`src/rtl/mem_access_pkg.sv`:
```
// rtl/mem_access_pkg.sv - shared types and constants for the MEM stage access controller
package mem_access_pkg;

   typedef enum logic {
      IDLE = 1'b0,
      BUSY = 1'b1
   } state_t;

   localparam int TIMEOUT_CYC_DEF = 256;

   // Word accesses only: either low address bit set is a misaligned op.
   function automatic logic isAligned(input logic [1:0] addrLow);
      return addrLow == 2'b00;
   endfunction

endpackage

```
`src/rtl/mem_access_wb_reg.sv`:
```
// rtl/mem_access_wb_reg.sv - MEM/WB pipeline register with load and bubble controls
module mem_wb_reg (
   input  logic        clk_i,
   input  logic        rst_n_i,
   input  logic        load,
   input  logic        bubble,
   input  logic        rdLoad,
   input  logic        regWrite,
   input  logic        memToReg,
   input  logic [31:0] aluResult,
   input  logic [31:0] rdData,
   input  logic [4:0]  rdAddr,
   output logic        regWriteQ,
   output logic        memToRegQ,
   output logic [31:0] aluResultQ,
   output logic [31:0] readDataQ,
   output logic [4:0]  rdAddrQ
);

   // A bubble only kills the control bits; data fields keep their last value.
   always_ff @(posedge clk_i) begin
      if (!rst_n_i) begin
         regWriteQ  <= 1'b0;
         memToRegQ  <= 1'b0;
         aluResultQ <= '0;
         readDataQ  <= '0;
         rdAddrQ    <= '0;
      end else if (bubble) begin
         regWriteQ <= 1'b0;
         memToRegQ <= 1'b0;
      end else if (load) begin
         regWriteQ  <= regWrite;
         memToRegQ  <= memToReg;
         aluResultQ <= aluResult;
         rdAddrQ    <= rdAddr;
         if (rdLoad) begin
            readDataQ <= rdData;
         end
      end
   end

endmodule

```
`src/rtl/mem_access.sv`:
```
// rtl/mem_access.sv - MEM stage: issues data-memory requests, stalls the pipe, feeds MEM/WB
module mem_access
   import mem_access_pkg::*;
#(
   parameter int TIMEOUT_CYC = TIMEOUT_CYC_DEF
) (
   input  logic        clk_i,
   input  logic        rst_n_i,
   input  logic [31:0] ALUResult_i,
   input  logic [31:0] RDData_i,
   input  logic [4:0]  RDaddr_i,
   input  logic        RegWrite_i,
   input  logic        MemToReg_i,
   input  logic        MemWrite_i,
   output logic        stall_o,
   output logic        mem_req_o,
   output logic        mem_we_o,
   output logic [31:0] mem_addr_o,
   output logic [31:0] mem_wdata_o,
   input  logic        mem_ack_i,
   input  logic [31:0] mem_rdata_i,
   output logic        RegWrite_o,
   output logic        MemToReg_o,
   output logic [31:0] ALUResult_o,
   output logic [31:0] ReadData_o,
   output logic [4:0]  RDaddr_o,
   output logic        err_o
);

   localparam int CW = (TIMEOUT_CYC > 1) ? $clog2(TIMEOUT_CYC) : 1;

   state_t        state;
   state_t        nextState;
   logic [CW-1:0] waitCnt;
   logic          memOp;
   logic          aligned;
   logic          timeout;
   logic          stallRaw;
   logic          issue;
   logic          done;
   logic          wbLoad;
   logic          wbBubble;
   logic          rdLoad;
   logic          errSet;

   assign memOp   = MemWrite_i | MemToReg_i;
   assign aligned = isAligned(ALUResult_i[1:0]);
   // An ack on the timeout cycle takes priority, so timeout is qualified by !ack.
   assign timeout = (waitCnt == CW'(TIMEOUT_CYC - 1)) && !mem_ack_i;

   always_ff @(posedge clk_i) begin
      if (!rst_n_i) begin
         state <= IDLE;
      end else begin
         state <= nextState;
      end
   end

   always_comb begin
      nextState = state;
      case (state)
         IDLE: if (memOp && aligned) nextState = BUSY;
         BUSY: if (mem_ack_i || timeout) nextState = IDLE;
         default: nextState = IDLE;
      endcase
   end

   always_comb begin
      stallRaw = 1'b0;
      issue    = 1'b0;
      done     = 1'b0;
      wbLoad   = 1'b0;
      wbBubble = 1'b0;
      rdLoad   = 1'b0;
      errSet   = 1'b0;
      case (state)
         IDLE: begin
            if (!memOp) begin
               wbLoad = 1'b1;
            end else if (aligned) begin
               stallRaw = 1'b1;
               issue    = 1'b1;
               wbBubble = 1'b1;
            end else begin
               wbBubble = 1'b1;
               errSet   = 1'b1;
            end
         end
         BUSY: begin
            if (mem_ack_i) begin
               done   = 1'b1;
               wbLoad = 1'b1;
               rdLoad = MemToReg_i;
            end else if (timeout) begin
               done     = 1'b1;
               wbBubble = 1'b1;
               errSet   = 1'b1;
            end else begin
               stallRaw = 1'b1;
            end
         end
         default: ;
      endcase
   end

   assign stall_o = stallRaw & rst_n_i;

   // Request fields are captured once at issue and only req drops on completion.
   always_ff @(posedge clk_i) begin
      if (!rst_n_i) begin
         mem_req_o   <= 1'b0;
         mem_we_o    <= 1'b0;
         mem_addr_o  <= '0;
         mem_wdata_o <= '0;
         err_o       <= 1'b0;
      end else begin
         err_o <= errSet;
         if (issue) begin
            mem_req_o   <= 1'b1;
            mem_we_o    <= MemWrite_i;
            mem_addr_o  <= ALUResult_i;
            mem_wdata_o <= RDData_i;
         end else if (done) begin
            mem_req_o <= 1'b0;
         end
      end
   end

   always_ff @(posedge clk_i) begin
      if (!rst_n_i) begin
         waitCnt <= '0;
      end else if (issue) begin
         waitCnt <= '0;
      end else if (state == BUSY && !done) begin
         waitCnt <= waitCnt + CW'(1);
      end
   end

   mem_wb_reg uWbReg (
      .clk_i      (clk_i),
      .rst_n_i    (rst_n_i),
      .load       (wbLoad),
      .bubble     (wbBubble),
      .rdLoad     (rdLoad),
      .regWrite   (RegWrite_i),
      .memToReg   (MemToReg_i),
      .aluResult  (ALUResult_i),
      .rdData     (mem_rdata_i),
      .rdAddr     (RDaddr_i),
      .regWriteQ  (RegWrite_o),
      .memToRegQ  (MemToReg_o),
      .aluResultQ (ALUResult_o),
      .readDataQ  (ReadData_o),
      .rdAddrQ    (RDaddr_o)
   );

endmodule
```
`config.mk`:
```
export PLATFORM = sky130hd
export DESIGN_NAME = mem_access
export DESIGN_NICKNAME = d
export VERILOG_FILES = /design/src/rtl/mem_access_pkg.sv /design/src/rtl/mem_access_wb_reg.sv /design/src/rtl/mem_access.sv
export SDC_FILE = /design/constraint.sdc
export NUM_CORES = 1
export LEC_CHECK = 0
export CAP_MARGIN = 10
export CORE_UTILIZATION = 46
export CTS_BUF_LIST = sky130_fd_sc_hd__clkbuf_4
export DETAILED_ROUTE_END_ITERATION = 7
export GPL_ROUTABILITY_DRIVEN = 0
export GPL_TIMING_DRIVEN = 0
export PLACE_DENSITY = 0.87
export SLEW_MARGIN = 20
export SYNTH_ARGS = -nofsm -noshare
export SYNTH_HDL_FRONTEND = slang
export SYNTH_SLANG_ARGS = --single-unit
```
`constraint.sdc`:
```
create_clock -name clk_i -period 5.8 [get_ports clk_i]
set_input_delay 1.74 -clock clk_i [delete_from_list [all_inputs] [get_ports clk_i]]
set_output_delay 1.74 -clock clk_i [all_outputs]
set_load 0.02 [all_outputs]
```
==> metrics.yaml <==
clock_network:
  clkLatencyLatePin_ns: 0.57
  htree_levels: 4
  clock-sinks: 147
  ctsHoldBuffers: 0
  clockBufferDepth: 2
  root_buffer: "clkbuf_4"
  path_clk_slew_ns: 0.12
  cts_buffers: 17
  cts_tree: "done"
  cts_resized: 0
  cts_setup_buffers: 0
grt:
  grt_max_degree: 17
  overflow: 0
  grt_pass1_vias: 5113
  antenna_found_initial: 0
  grtUsageTotal_pct: 27.3
  grt_pass1_wl_mm: 25.9
logic_synthesis:
  avgSynthCellArea_um2: 8.51
  ys_warn_count: 0
  ys.flop_type: "dfxtp_1"
  syn_nets: 755
  ys_ff_latch: 147
  synthMuxAreaShare_pct: 0.182
  synth_xor_area_share_pct: 0.955
  syn_area_mm2: 0.00551
  ys_async_sr_fraction_pct: 0
  synth_top_family_by_area: "simple AND/OR/NAND/NOR gates"
  synthAdderAreaFrac_pct: 0.227
  synth-compound-area-share_pct: 20.2
  synth_edf_count: 0
  synth_seq_area_share_pct: 53.5
  ys_types: 32
  yosys.area_share.simple_pct: 21.2
  synth_cells: 647
power_and_ir_drop:
  leakage_nw: 3.00
  p_seq_share_pct: 51.1
  switching_power_uw: 536
  peakVddDrop_uv: 280
  p_comb_share_pct: 15.9
  power_density_mw_per_mm2: 248
  p_sw_share_pct: 25.6
  clkPwrFrac_pct: 33.0
  p_int_mw: 1.55
place:
  place_inst: 1034
  dp_slack_ns: 0.0737
  placed_area_mm2: 0.00813
  dp_hpwl_mm: 12.4
  port_buffers: 244
routing:
  drc: 16
  via_count: 5234
  ant_nets: 0
  dr.first_iter.drc_count: 245
  wl_mm: 16.5
  vias_per_cell: 4.91
  dr.pass1.iters: 6
  wl_per_cell_um: 15.5
sta:
  drv_slew: 0
  finalCriticalPeriod_ns: 5.35
  worst_pin_slew_ns: 0.755
  fin_ws_ns: 0.451
  finalCritPeriodShare_pct: 92.2
  hold_viol: 0
  finalSetupTns_ns: 0
  rsz0062_at_grt: "false"
  finClkSkew_ns: 0.0140
  slew_headroom_pct: 49.4
  timing.final.setup_violations: 0
  fmax_mhz: 187
critical_path:
  cp.required_ns: 4.06
  path_class: "input pin to output port"
  cp_max_fo: 10
  critPathLaunchType: "input pin"
  arrival_ns: 3.61
  end_kind: "output port"
floorplan:
  initial_core_util_pct: 47.6
  core_area_mm2: 0.0116
  rows: 39
  io_pins: 246
  die_area_mm2: 0.0124
  dieWidth_um: 111
  die_y_um: 111
cells_and_area:
  drive_above_1_share_pct: 5.20
  fin_cells: 1066
  layout_common_cells: "269 x nand2_1, 243 x clkdlybuf4s50_1, 147 x dfxtp_1"
  utilization_pct: 72.9
  mostFrequentLayoutCell: "nand2_1"
  final_cell_area_mm2: 0.00843
  multiInputGateArea_mm2: 0.00236
  synthToLayoutAreaGrowth_pct: 53.2
  diodes: 0
  fillers: 896
  register_area_mm2: 0.00294
  final_nets: 1018
run:
  cap_viol_max_count: 0
outcome:
  status: "finished, violations left"
  violations: "DRC"
hold_path:
  hold_class: "flip-flop to flip-flop"
[final cells by class]
class	count	area share [%]
Buffer	43	2.33
Clock buffer	18	1.60
Inverter	2	0.0890
Multi-Input combinational cell	455	28.0
Sequential cell	147	34.9
Timing Repair Buffer	244	29.0
Clock inverter	14	1.99
Tap cell	143	2.12
[kinds of logic after synthesis]
group / Yosys count
and+or+nand+nor: 298
adders and majority gates: 1
AOI/OAI and AO/OA: 149
buffers and inverters: 45
xor gates and xnor gates: 6
DFF: 147
muxes: 1
[Yosys cell counts, types with 2 or more instances]
cell,instances,share of area (%)
nand4_1,2,0.23
o21ai_0,2,0.18
o211ai_1,2,0.27
and3_1,4,0.45
nor3_1,2,0.18
clkbuf_1,25,1.7
inv_1,2,0.14
a21oi_1,4,0.36
buf_2,16,1.5
nor2_1,9,0.61
xnor2_1,4,0.64
xor2_1,2,0.32
or3_1,2,0.23
nand2_1,269,18
nand3_1,4,0.36
a211oi_1,2,0.27
buf_6,2,0.41
a21boi_1,13,1.8
dfxtp_1,147,53
a21boi_0,122,17
[registers in the layout, summed over array words and instances, names as in the netlist]
signal and count:
uWbReg.memToRegQ 1, mem_addr_o 32, mem_we_o 1, waitCnt 8, uWbReg.aluResultQ 32, err_o 1
mem_wdata_o 32, uWbReg.rdAddrQ 5, uWbReg.readDataQ 32, state 1, mem_req_o 1, uWbReg.regWriteQ 1
[path summary, 6_finish.rpt]
path                           to           from  slack (ns)  depth (start not counted)
setup / recovery          stall_o     MemWrite_i        0.45                          8
hold / removal      mem_addr_o[4]  mem_addr_o[4]        0.47                          2
setup reg to reg  mem_wdata_o[13]          state        3.89                          5
hold reg to reg     mem_addr_o[4]  mem_addr_o[4]        0.47                          2
[critical path: stages]
cell	delay, ns
clkdlybuf4s50_1	0.58
o21bai_4	0.10
or3_1	0.30
buf_2	0.19
buf_6	0.16
buf_6	0.14
a21boi_1	0.13
dlymetal6s2s_1	0.26
[per-stage QoR]
stage / power [mW] / hold slack (ns)
after floorplan: 1.23 / 0.480
after global placement: 1.42 / 0.441
after detailed placement: 1.42 / 0.446
after CTS: 2.10 / 0.467
after global routing: 2.18 / 0.475
final: 2.09 / 0.466
[layer usage]
metal  up-vias  GRT usage (%)  part of all wire, %
li1       2635              -                    -
met1      2393           31.8                   41
met2       167           46.0                   49
met3        39           7.95                  6.6
met4         0           13.4                  3.4
met5         -              0                    0
[power by group through the flow]
stage	clock network, mW	registers, mW	logic (mW)
after floorplan	0	1.14	0.0918
after global placement	0	1.09	0.327
after detailed placement	0	1.09	0.331
after CTS	0.700	1.07	0.333
after global routing	0.747	1.07	0.356
final	0.691	1.07	0.331
No activity file was read; power rests on OpenSTA's default activity.
